### src/rtl/ddr_test_pkg.sv
// Shared definitions for the DDR traffic-generator write engine and read checker:
// FSM encoding, data-width derivation and the per-lane test pattern.
package ddr_test_pkg;

  typedef enum logic [2:0] {
    ST_IDLE     = 3'd0,
    ST_AW       = 3'd1,
    ST_WDATA    = 3'd2,
    ST_DONE     = 3'd3,
    ST_WAIT_LOW = 3'd4
  } wr_state_e;

  localparam int LANE_W = 32;

  function automatic int data_width(input int dq_width);
    return dq_width * 8;
  endfunction

  function automatic int lane_count(input int dw);
    return dw / LANE_W;
  endfunction

  // Lane i of beat k is addr + 8k + i, wrapping at 32 bits.
  function automatic logic [31:0] pattern_lane(input logic [31:0] addr,
                                               input logic [31:0] beat,
                                               input logic [31:0] lane);
    return addr + (beat << 3) + lane;
  endfunction

endpackage

### src/rtl/ddr_test_data_gen.sv
// Combinational test-pattern generator: one DW-wide beat from start address and beat index.
module ddr_test_data_gen
  import ddr_test_pkg::*;
#(
  parameter int ADDR_WIDTH = 28,
  parameter int DW         = 128
) (
  input  logic [ADDR_WIDTH-1:0] addr,
  input  logic [3:0]            beat,
  output logic [DW-1:0]         data
);

  localparam int LANES = lane_count(DW);

  logic [31:0] addr_32;
  assign addr_32 = 32'(addr);

  for (genvar i = 0; i < LANES; i++) begin : g_lane
    assign data[i*LANE_W +: LANE_W] = pattern_lane(addr_32, {28'd0, beat}, 32'(i));
  end

endmodule

### src/rtl/ddr_test_wr_ctrl.sv
// AXI write-burst engine: latches a randomised burst on write_en, issues AW then W beats
// carrying a deterministic pattern, and pulses write_done_p once the last beat is taken.
//
// state       | meaning
// ST_IDLE     | waiting for write_en; latches addr/id/len on request
// ST_AW       | awvalid high until the address handshake
// ST_WDATA    | wvalid high, one beat per wvalid&wready, wlast on beat len_q
// ST_DONE     | one-cycle write_done_p, burst counter increments
// ST_WAIT_LOW | holds off until write_en drops so a stale level cannot re-trigger
module ddr_test_wr_ctrl
  import ddr_test_pkg::*;
#(
  parameter  int CTRL_ADDR_WIDTH = 28,
  parameter  int MEM_DQ_WIDTH    = 16,
  localparam int DW              = MEM_DQ_WIDTH * 8
) (
  input  logic                       clk,
  input  logic                       rst_n,
  input  logic                       write_en,
  input  logic [CTRL_ADDR_WIDTH-1:0] random_rw_addr,
  input  logic [3:0]                 random_axi_id,
  input  logic [3:0]                 random_axi_len,
  output logic                       write_done_p,
  output logic [CTRL_ADDR_WIDTH-1:0] axi_awaddr,
  output logic [3:0]                 axi_awid,
  output logic [3:0]                 axi_awlen,
  output logic                       axi_awvalid,
  input  logic                       axi_awready,
  output logic [DW-1:0]              axi_wdata,
  output logic [DW/8-1:0]            axi_wstrb,
  output logic                       axi_wlast,
  output logic                       axi_wvalid,
  input  logic                       axi_wready,
  output logic [31:0]                wr_burst_cnt
);

  wr_state_e                  state, state_nxt;
  logic [CTRL_ADDR_WIDTH-1:0] addr_q;
  logic [3:0]                 id_q;
  logic [3:0]                 len_q;
  logic [3:0]                 beat_cnt;
  logic [DW-1:0]              pattern;
  logic                       last_beat;

  assign last_beat = (beat_cnt == len_q);

  always_ff @(posedge clk or negedge rst_n) begin
    if (!rst_n) state <= ST_IDLE;
    else        state <= state_nxt;
  end

  always_comb begin
    state_nxt = state;
    case (state)
      ST_IDLE:     if (write_en)                 state_nxt = ST_AW;
      ST_AW:       if (axi_awready)              state_nxt = ST_WDATA;
      ST_WDATA:    if (axi_wready && last_beat)  state_nxt = ST_DONE;
      ST_DONE:                                   state_nxt = ST_WAIT_LOW;
      ST_WAIT_LOW: if (!write_en)                state_nxt = ST_IDLE;
      default:                                   state_nxt = ST_IDLE;
    endcase
  end

  always_ff @(posedge clk or negedge rst_n) begin
    if (!rst_n) begin
      addr_q       <= '0;
      id_q         <= '0;
      len_q        <= '0;
      beat_cnt     <= '0;
      wr_burst_cnt <= '0;
    end else begin
      if (state == ST_IDLE && write_en) begin
        addr_q   <= random_rw_addr;
        id_q     <= random_axi_id;
        len_q    <= random_axi_len;
        beat_cnt <= '0;
      end else if (state == ST_WDATA && axi_wready && !last_beat) begin
        beat_cnt <= beat_cnt + 4'd1;
      end
      if (state == ST_DONE) wr_burst_cnt <= wr_burst_cnt + 32'd1;
    end
  end

  ddr_test_data_gen #(
    .ADDR_WIDTH (CTRL_ADDR_WIDTH),
    .DW         (DW)
  ) u_data_gen (
    .addr (addr_q),
    .beat (beat_cnt),
    .data (pattern)
  );

  // Data bus is forced to zero outside WDATA so reset and idle show all-zero outputs.
  assign axi_awvalid  = (state == ST_AW);
  assign axi_awaddr   = addr_q;
  assign axi_awid     = id_q;
  assign axi_awlen    = len_q;
  assign axi_wvalid   = (state == ST_WDATA);
  assign axi_wlast    = axi_wvalid && last_beat;
  assign axi_wdata    = axi_wvalid ? pattern : '0;
  assign axi_wstrb    = {(DW/8){axi_wvalid}};
  assign write_done_p = (state == ST_DONE);

endmodule

### config.mk
export PLATFORM = sky130hd
export DESIGN_NAME = ddr_test_wr_ctrl
export DESIGN_NICKNAME = d
export VERILOG_FILES = /design/src/rtl/ddr_test_pkg.sv /design/src/rtl/ddr_test_data_gen.sv /design/src/rtl/ddr_test_wr_ctrl.sv
export SDC_FILE = /design/constraint.sdc
export NUM_CORES = 1
export LEC_CHECK = 0
export ABC_AREA = 1
export CORE_MARGIN = 3
export CORE_UTILIZATION = 42
export DETAILED_ROUTE_END_ITERATION = 8
export GPL_TIMING_DRIVEN = 0
export PLACE_DENSITY = 0.79
export SKIP_LAST_GASP = 1
export SYNTH_ARGS = -nofsm -noshare
export SYNTH_HDL_FRONTEND = slang
export SYNTH_SLANG_ARGS = --single-unit
### constraint.sdc
create_clock -name clk -period 2.9 [get_ports clk]
set_input_delay 0.435 -clock clk [delete_from_list [all_inputs] [get_ports clk]]
set_output_delay 0.435 -clock clk [all_outputs]
set_load 0.02 [all_outputs]
==> impl_metrics.csv, run 1 <==
group,metric,value,unit
critical_path,crit_path_end_kind,"output port",
pwr,clkPwrFrac,9.9,%
routing,num_vias,9849,
cts,cts_max_level,3,
final_layout,area_growth,75.60,%
logic_synthesis,syn_avg_cell_area,6.112,um^2
floorplanning,start_util,43.43,%
global_route,antenna_found_initial,1,
logic_synthesis,ys.flop_type,"dfrtp_1",
floorplanning,die_y,134.9,um
final_layout,multi_input_area,0.005482,mm^2
critical_path,critical_path.max_fanout,4,
routing,drt_iter0_drc,1157,
cts,root_buffer,"clkbuf_16",
critical_path,slowest_stage,"dfrtp_1",
routing,antenna_left,0,
place,place_area,0.009819,mm^2
place,gp_congestion,1.037,
run,max_cap_viol_count,0,
final_layout,final-seq-area,0.001882,mm^2
timing,fmax,277.8,MHz
critical_path,required,2470,ps
timing,fin_setup_tns,-33000,ps
routing,first_pass_iters,7,
run_status,violations,"setup timing",
timing,rsz0062_at_grt,"yes",
global_route,grt_usage,29.98,%
global_route,grt_first_pass_wirelength,43.84,mm
logic_synthesis,yosys.area.top_type_share,26.91,%
place,hpwl,21.03,mm
timing,setup_viol,72,
routing,via_per_inst,5.677,
timing,finalHoldViolCount,0,
pwr,p_per_area,931.4,mW/mm^2
global_route,grt_use_met3,6.110,%
pwr,seq_power_share,16.4,%
timing,max_slew.worst_pin.slew,1055,ps
logic_synthesis,syn_inst,1141,
cts,cts.sinks,75,
cts,hold_buffers,0,
worst_hold_path,hold_class,"in -> async",
cts,cts_buffer_depth,2,
pwr,sw_frac_of_total,54.74,%
final_layout,fin_cells,1735,
pwr,p_switching,0.006244,W
timing,hold_slack,32.85,ps
floorplanning,die-area,0.01819,mm^2
floorplanning,core,0.01606,mm^2
timing,min_period,3600,ps
final_layout,drive_gt1_share,36.73,%
timing,skew,7.227,ps
final_layout,layout.nets,1566,
critical_path,crit_chain,"ha_4, fa_2, nand2_2, nand2_4, nand3_4, buf_6, o21bai_4, nand2_4, inv_4, nand2_4, nor2_4, nand2_4, nor2_8, nand2_2, o21ai_1, inv_1, clkdlybuf4s15_2",
place,io_buffers,244,
global_route,grt_pass1_vias,8513,
critical_path,startpoint_type,"flip-flop",
cts,clk_pin_slew,60,ps
floorplanning,core.rowCount,46,
global_route,grt_use_met2,50.36,%
cts,cts_buffers,9,
cts,clock_latency,340,ps
cts,cts_tree,"done",
timing,period_share,124.1,%
final_layout,final_cell_area,0.01225,mm^2
critical_path,cp_common_cell,"nand2_4",
logic_synthesis,synth_area_leaders,"dfrtp_1 (27%), nand2_1 (19%), inv_1 (8.6%), nor2_1 (7.0%), nand3_1 (6.1%)",
critical_path,critical_path_arrival,3170,ps
timing,finalMaxSlewViolations,0,
pwr,p_int,0.005162,W
logic_synthesis,synth-seq-cells,75,
logic_synthesis,synth_area,0.006974,mm^2
logic_synthesis,yosysSeqAreaShare,26.91,%
floorplanning,dieWidth,134.9,um
routing,wirelength,33.35,mm
pwr,power,0.01141,W
final_layout,num-fill-cells,1081,
global_route,busiest_layer,"met2",
final_layout,antenna_cells,0,
floorplanning,ioPinCount,257,
run_status,status,"complete, but fails checks",
critical_path,path_class,"reg -> out",
global_route,grt-ovfl-total,0,
final_layout,final_common_cell,"nand2_1",
pwr,irDropWorstVdd,0.6780,mV
logic_synthesis,ys.warnings.count,0,
global_route,grt_start_max_net_pins,43,
timing,timing.final.ws_setup,-700.0,ps
pwr,leakage,6.149,nW
global_route,gr-usage-met1,37.33,%
routing,detail_route.wl_per_cell,19.22,um
logic_synthesis,synth_edf_count,0,
place,dp_cells,1613,
logic_synthesis,yosysTopAreaCell,"dfrtp_1",
pwr,combinationalPowerShare,73.7,%
routing,drc,0,
logic_synthesis,ys_async_sr_fraction,100.0,%
logic_synthesis,synth.distinct_cells,40,
critical_path,crit_path_max_incr_delay,400,ps
timing,max-slew-margin-rel,29.66,%
final_layout,mostFrequentLayoutCells,"nand2_1 (271), inv_1 (139), buf_4 (128)",
## area by class of cell
cell class | instances | area share (%)
multi-input cells | 859 | 44.76
repair buffers | 350 | 26.96
flip-flops and latches | 75 | 15.37
inverters | 171 | 5.548
plain buffers | 48 | 2.697
well taps | 216 | 2.207
clock buffers | 10 | 1.870
clock inverters | 6 | 0.5926
## through the flow
step                      util (%)  setup slack, ps
after floorplan                  -           -1.560
after global placement       61.04            -1224
after detailed placement     61.15           -977.4
after CTS                    69.38           -589.6
after global routing         76.27           -821.0
final                        76.27           -700.0
## power groups by stage
stage               clock network [W]  logic, W  registers (W)
finish                        0.00113   0.00841        0.00187
global route                  0.00119   0.00882        0.00191
CTS                           0.00114   0.00723        0.00183
detailed placement                  0   0.00653        0.00183
global placement                    0   0.00645        0.00182
floorplan                           0   0.00346        0.00202
## flip-flops by register name, summed over array words and instances, names as in the netlist
signal        cells
axi_awlen         4
axi_awaddr       28
beat_cnt          4
wr_burst_cnt     32
state             3
axi_awid          4
## routing by layer
layer  part of all wire, %  wire length, um  vias to the layer above
li1                      -                -                     4328
met1                    35            11770                     4448
met2                    46            15290                      826
met3                    12             3887                      247
met4                   7.2             2398                        0
met5                     0                0                        -
## path summary, 6_finish.rpt
check	from	to	slack, ps	cells past startpoint
max	axi_awaddr[3]	axi_wdata[86]	-700	17
min	rst_n	wr_burst_cnt[19]	30	1
max reg2reg	state[1]	axi_awaddr[0]	700	6
min reg2reg	axi_awid[0]	axi_awid[0]	500	2
max in group asynchronous	rst_n	axi_awaddr[0]	2270	2
min in group clk	axi_awid[0]	axi_awid[0]	500	2
## repair_timing
action	CTS	global route
buffers inserted	48	61
setup endpoints to repair	134	126
gates cloned	1	0
resized for setup	676	266
pin swaps	64	93
## cell families (layout without fill, tap and decap cells)
family | after synthesis | after routing | synth area share [%]
simple gates | 678 | 679 | 43.65
buf+inv | 219 | 585 | 13.56
compound gates | 119 | 119 | 8.845
flops | 75 | 75 | 26.91
xor+xnor | 37 | 37 | 4.754
fa+ha+maj | 11 | 11 | 2.081
other cells | 1 | 12 | 0.05377
mux | 1 | 1 | 0.1435
## synth_stat cells, drive strengths merged (13+ instances only)
| library cell | number |
|---|---|
| nand4 | 33 |
| nor2 | 161 |
| nor3 | 26 |
| xor2 | 27 |
| buf | 35 |
| a21oi | 26 |
| clkbuf | 13 |
| dfrtp | 75 |
| o21ai | 86 |
| inv | 170 |
| nand2 | 361 |
| nand3 | 90 |
## worst max-delay path, delay by kind of cell (launching register included)
kind | cells | cell delay (ps)
flip-flops | 1 | 400
adder cells (fa/ha/maj) | 2 | 480
AND/OR/NAND/NOR | 9 | 1040
AO/OA/AOI/OAI | 2 | 320
buffers and inverters | 4 | 570
Power figures use the tool's default switching activity.
==> run 2, diff against run 1 <==
--- a/config.mk
+++ b/config.mk
@@ -5,12 +5,12 @@
 export SDC_FILE = /design/constraint.sdc
 export NUM_CORES = 1
 export LEC_CHECK = 0
-export ABC_AREA = 1
 export CORE_MARGIN = 3
-export CORE_UTILIZATION = 42
+export CORE_UTILIZATION = 40
+export CTS_CLUSTER_DIAMETER = 30
 export DETAILED_ROUTE_END_ITERATION = 8
 export GPL_TIMING_DRIVEN = 0
-export PLACE_DENSITY = 0.79
+export PLACE_DENSITY = 0.78
 export SKIP_LAST_GASP = 1
 export SYNTH_ARGS = -nofsm -noshare
 export SYNTH_HDL_FRONTEND = slang
==> run 2 against run 1 <==
Against the previous run: clock power is 7% lower; synthesized cell count is 34% lower; largest power group unchanged; setup slack worse by 660 ps; the run still ends with setup timing left; global-route usage is 0.95 points lower.
==> impl_metrics.csv, run 2 <==
group,metric,value,unit
run_status,status,"complete, but fails checks",
run_status,violations,"setup timing",
timing,rsz0062_at_grt,"yes",
routing,first_pass_iters,6,
timing,fin_setup_tns,-77990,ps
timing,period_share,146.9,%
logic_synthesis,syn_inst,755,
logic_synthesis,synth_fa_ha_area_share,2.318,%
logic_synthesis,yosys.area.top_type_share,29.97,%
final_layout,num-fill-cells,734,
pwr,irDropWorstVdd,0.6292,mV
routing,antenna_left,0,
logic_synthesis,synth_area,0.006262,mm^2
global_route,grt-ovfl-total,0,
timing,finalMaxSlewViolations,0,
final_layout,area_growth,103.6,%
logic_synthesis,synth_mux_area_share,9.910,%
global_route,grt_first_pass_wirelength,40.99,mm
logic_synthesis,yosys-top-cells-count,"nor2_1 (93), dfrtp_1 (75), xnor2_1 (69)",
logic_synthesis,synth_area_leaders,"dfrtp_1 (30%), xnor2_1 (9.7%), nor2_1 (5.6%), mux2_2 (5.6%), buf_4 (4.2%)",
pwr,p_per_area,981.7,mW/mm^2
floorplanning,ioPinCount,257,
final_layout,regMostFlops,"wr_burst_cnt",
worst_hold_path,hold_class,"in -> async",
place,gp_congestion,0.9104,
critical_path,required,2470,ps
logic_synthesis,synth_edf_count,0,
routing,via_per_inst,6.144,
cts,clk_pin_slew,60,ps
final_layout,antenna_cells,0,
place,pre_cts_ws,-1821,ps
global_route,grt_pass1_vias,7500,
place,hpwl,17.10,mm
critical_path,ff2ff_setup_slack,370,ps
timing,min_period,4260,ps
cts,clock_latency,340,ps
run,max_cap_viol_count,0,
critical_path,critical_path.max_fanout,6,
logic_synthesis,synth_top_family_by_area,"simple AND/OR/NAND/NOR gates",
cts,cts_buffers,9,
cts,cts_max_level,3,
logic_synthesis,yosysTopAreaCell,"dfrtp_1",
routing,met2_length,15.33,mm
place,dp_cells,1223,
global_route,antenna_found_initial,0,
critical_path,critical_path_arrival,3820,ps
final_layout,drive_gt1_share,55.14,%
routing,met1_length,12.24,mm
logic_synthesis,ys.warnings.count,0,
final_layout,final_common_cell,"buf_4",
routing,num_vias,8528,
global_route,grt_usage,29.04,%
logic_synthesis,synth-seq-cells,75,
final_layout,fin_cells,1388,
routing,detail_route.wl_per_cell,24.67,um
timing,skew,9.735,ps
routing,wirelength,34.25,mm
logic_synthesis,synth.distinct_cells,63,
routing,dr_wl_met3,3.875,mm
logic_synthesis,yosysSeqAreaShare,29.97,%
logic_synthesis,synth_most_common_cell,"nor2_1",
place,io_buffers,244,
final_layout,layout.nets,1224,
global_route,grt_start_max_net_pins,70,
critical_path,crit_start,"beat_cnt[0]",
final_layout,mostFrequentLayoutCells,"buf_4 (189), clkdlybuf4s50_1 (109), buf_6 (92)",
floorplanning,core.rowCount,45,
cts,root_buffer,"clkbuf_16",
timing,hold_slack,465.6,ps
final_layout,post-route-util,83.55,%
timing,max_slew.worst_pin.slew,837.6,ps
critical_path,path_class,"reg -> out",
cts,cts_buffer_depth,2,
final_layout,largest_reg_flops,32,
routing,highest_layer,"met4",
logic_synthesis,ys.flop_type,"dfrtp_1",
floorplanning,core,0.01526,mm^2
timing,max-slew-margin-rel,44.16,%
cts,cts_tree,"done",
routing,drt_iter0_drc,1029,
floorplanning,die_y,131.1,um
timing,fmax,234.7,MHz
timing,setup_viol,90,
critical_path,r2r-start,"state[0]",
cts,cts.sinks,75,
logic_synthesis,yosys.area_share.xor_xnor,13.29,%
floorplanning,start_util,41.04,%
floorplanning,die-area,0.01719,mm^2
logic_synthesis,yosys.area_share.simple,27.63,%
pwr,leakage,5.700,nW
critical_path,crit_path_end_kind,"output port",
critical_path,startpoint_type,"flip-flop",
routing,drc,0,
logic_synthesis,synth_compound_area_share,8.951,%
timing,finalHoldViolCount,0,
logic_synthesis,ys_async_sr_fraction,100.0,%
floorplanning,dieWidth,131.1,um
timing,timing.final.ws_setup,-1360,ps
logic_synthesis,syn_avg_cell_area,8.294,um^2
[run 2: cell types whose count changed after synthesis, moves of 19 or more]
| cell | previous run | this run |
|---|---|---|
| mux2_2 | 0 | 31 |
| xnor2_1 | 10 | 69 |
| nand2_1 | 346 | 66 |
| clkbuf_1 | 13 | 32 |
| mux2i_1 | 1 | 26 |
| o21ai_0 | 66 | 16 |
| nand3_1 | 85 | 37 |
| nor2_2 | 21 | 0 |
| nor2_1 | 130 | 93 |
| inv_1 | 160 | 19 |
[run 2: kinds of logic (layout without fill, tap and decap cells)]
logic type      count (synthesis)  count (layout)
simple gates                  340             340
buf+inv                        94             505
other cells                     1              12
mux                            58              58
xor+xnor                       95              95
flops                          75              75
fa+ha+maj                      11              11
compound gates                 81              81
[run 2: path summary, 6_finish.rpt]
path	to	depth (start not counted)
max	axi_wdata[91]	15
min	wr_burst_cnt[19]	2
max reg2reg	wr_burst_cnt[27]	8
min reg2reg	wr_burst_cnt[31]	1
max in group asynchronous	axi_awaddr[7]	3
min in group clk	wr_burst_cnt[31]	1
[run 2: report_power, final]
group	internal [W]	total (W)	switching, W
Combinational	0.00408	0.00951	0.00543
Clock	0.000585	0.00105	0.000463
Sequential	0.00138	0.00196	0.000580
[run 2: layout make-up]
cell class              count  area (um^2)  share of cell area [%]
flip-flops and latches     75         1897                   14.88
well taps                 211        264.0                   2.071
repair buffers            408         3751                   29.42
plain buffers              62        510.5                   4.004
inverters                  19        78.83                  0.6183
clock buffers               9        225.2                   1.767
multi-input cells         597         5969                   46.82
clock inverters             7        52.55                  0.4122
[run 2: worst max-delay path: stages, from the launching register on]
cell and delay (ps):
dfrtp_2 400, ha_4 150, fa_2 230, buf_6 130
nand3_4 140, buf_12 180, buf_8 110, a211oi_4 340
xnor2_4 160, a2111oi_4 250, buf_4 220, nand3_4 170
buf_6 210, nor4_4 310, mux2i_2 290, buf_4 180
[run 2: routing by layer]
metal	up-vias	track usage, %
li1	3428	-
met1	4035	35.85
met2	798	48.70
met3	267	6.585
met4	0	12.89
met5	-	0
[run 2: what timing repair did]
action	4_1_cts	5_1_grt
cloned	3	0
endpoints found under the hold margin	6	0
setup buffers	86	79
gates resized for setup	684	240
pin swaps	62	113
hold buffers	1	0
setup endpoints to repair	135	113
[run 2: per-stage QoR]
step,total power [W],cell area [um^2]
floorplan,0.005919,6965
detailed placement,0.008531,9713
global placement,0.008447,9672
CTS,0.01055,11380
finish,0.01252,12750
global route,0.01286,12750
==> run 3, diff against run 2 <==
--- a/config.mk
+++ b/config.mk
@@ -11,6 +11,7 @@
 export DETAILED_ROUTE_END_ITERATION = 8
 export GPL_TIMING_DRIVEN = 0
 export PLACE_DENSITY = 0.78
+export SKIP_CTS_REPAIR_TIMING = 1
 export SKIP_LAST_GASP = 1
 export SYNTH_ARGS = -nofsm -noshare
 export SYNTH_HDL_FRONTEND = slang
==> run 3 against run 2 <==
Against the previous run: the flow still finishes with violations (setup timing); clock skew fell by 0.51 ps; largest cell class unchanged; combinational power fell by 6.5%; count of clock-buffer cells in the layout is the same; sequential share of layout area rose by 0.56 points; critical path type unchanged; cell count shrank 2.6%; highest routed layer unchanged; clock power about the same.
==> impl_metrics.csv, run 3 (synthesis results as in run 2) <==
group,metric,value,unit
run_status,status,"complete, but fails checks",
run_status,violations,"setup timing",
cts,cts_tree,"done",
critical_path,required,2470,ps
final_layout,antenna_cells,0,
final_layout,drive_gt1_share,51.10,%
final_layout,regMostFlops,"wr_burst_cnt",
place,hpwl,17.10,mm
pwr,p_per_area,963.4,mW/mm^2
routing,via_per_inst,5.804,
timing,rsz0062_at_grt,"yes",
routing,first_pass_iters,6,
cts,root_buffer,"clkbuf_16",
pwr,power,0.01181,W
global_route,grt_pass1_vias,6299,
pwr,leakage,5.893,nW
critical_path,startpoint_type,"flip-flop",
cts,cts_buffer_depth,2,
floorplanning,die_y,131.1,um
place,place_area,0.009713,mm^2
timing,finalHoldViolCount,0,
critical_path,critical_path.max_fanout,10,
floorplanning,core,0.01526,mm^2
routing,num_vias,7847,
worst_hold_path,hold_class,"in -> async",
place,gp_congestion,0.9104,
cts,cts.sinks,75,
final_layout,final_common_cell,"buf_4",
global_route,grt-ovfl-total,0,
floorplanning,die-area,0.01719,mm^2
final_layout,layout.nets,1188,
timing,max-slew-margin-rel,54.69,%
global_route,grt_start_max_net_pins,70,
run,max_cap_viol_count,0,
cts,clk_pin_slew,60,ps
timing,fmax,230.3,MHz
final_layout,fin_cells,1352,
critical_path,r2r-start,"state[0]",
timing,timing.final.ws_setup,-1441,ps
pwr,irDropWorstVdd,0.5595,mV
place,pre_cts_ws,-1821,ps
timing,fin_setup_tns,-74490,ps
critical_path,crit_path_end_kind,"output port",
floorplanning,dieWidth,131.1,um
routing,antenna_left,0,
timing,period_share,149.7,%
place,io_buffers,244,
routing,drt_iter0_drc,723,
timing,skew,9.223,ps
floorplanning,start_util,41.04,%
cts,cts_max_level,3,
critical_path,critical_path_arrival,3910,ps
timing,setup_viol,92,
final_layout,largest_reg_flops,32,
global_route,grt_usage,24.04,%
final_layout,area_growth,95.74,%
routing,drc,0,
final_layout,mostFrequentLayoutCells,"buf_4 (171), clkdlybuf4s50_1 (110), dfrtp_1 (62)",
critical_path,crit_start,"axi_awaddr[3]",
cts,clock_latency,330,ps
timing,max_slew.worst_pin.slew,679.6,ps
floorplanning,ioPinCount,257,
global_route,grt_first_pass_wirelength,34.16,mm
routing,detail_route.wl_per_cell,21.60,um
cts,cts_buffers,9,
timing,min_period,4341,ps
place,dp_cells,1223,
critical_path,path_class,"reg -> out",
timing,finalMaxSlewViolations,0,
floorplanning,core.rowCount,45,
global_route,antenna_found_initial,0,
routing,wirelength,29.20,mm
final_layout,final_cell_area,0.01226,mm^2
## run 3: cell types whose count changed in the layout (fill, tap and decap cells not counted), moves of 4 or more
| cell | change |
|---|---|
| dlygate4sd2_1 | -31 |
| nand2_8 | -4 |
| buf_4 | -18 |
| nand2_4 | -4 |
| dlymetal6s2s_1 | +43 |
| nand2_2 | +5 |
| clkbuf_2 | +7 |
| buf_6 | -36 |
## run 3: metal layers
layer	share of wire (%)	vias up	global-route usage, %	routed length (um)
li1	-	3365	-	-
met1	38	3723	30.82	11040
met2	47	597	40.75	13650
met3	9.5	162	6.126	2773
met4	5.9	0	5.951	1737
met5	0	-	0	0
## run 3: final cells by class
cell class	count	area, um^2
Multi-Input combinational cell	597	5783
Buffer	66	525.5
Timing Repair Buffer	367	3431
Clock buffer	9	225.2
Clock inverter	7	52.55
Tap cell	211	264.0
Inverter	19	78.83
Timing Repair inverter	1	5.005
Fill cell	835	3000
Sequential cell	75	1893
## run 3: final timing paths
kind	slack, ps	cells past startpoint	to
setup reg to reg	380	8	wr_burst_cnt[27]
hold / removal	470	2	wr_burst_cnt[19]
max in group asynchronous	1870	3	axi_awaddr[1]
setup / recovery	-1440	14	axi_wdata[83]
hold reg to reg	470	1	wr_burst_cnt[31]
min in group clk	470	1	wr_burst_cnt[31]
## run 3: critical path: stages (launching register included)
cell and delay, ps:
dfrtp_2 400, ha_4 170, fa_2 200, buf_6 120
buf_4 120, nand3_4 150, a2111oi_4 520, xnor2_4 190
a2111oi_4 460, buf_4 210, nand3_4 130, buf_12 220
nor3_4 230, mux2i_4 280, buf_4 170
## run 3: stage by stage
| stage | hold WS [ps] | util (%) |
|---|---|---|
| 6_report | 470.4 | 80.34 |
| 3_5_place_dp | 262.5 | 63.66 |
| 4_1_cts | -98.72 | 65.48 |
| 2_1_floorplan | 139.4 | - |
| 5_1_grt | 476.3 | 80.34 |
| 3_3_place_gp | 463.0 | 63.39 |
## run 3: report_power, final
part	switching (W)	internal, W	total, W
combinational	0.00501	0.00388	0.00889
clock	0.000452	0.000585	0.00104
sequential	0.000505	0.00137	0.00188
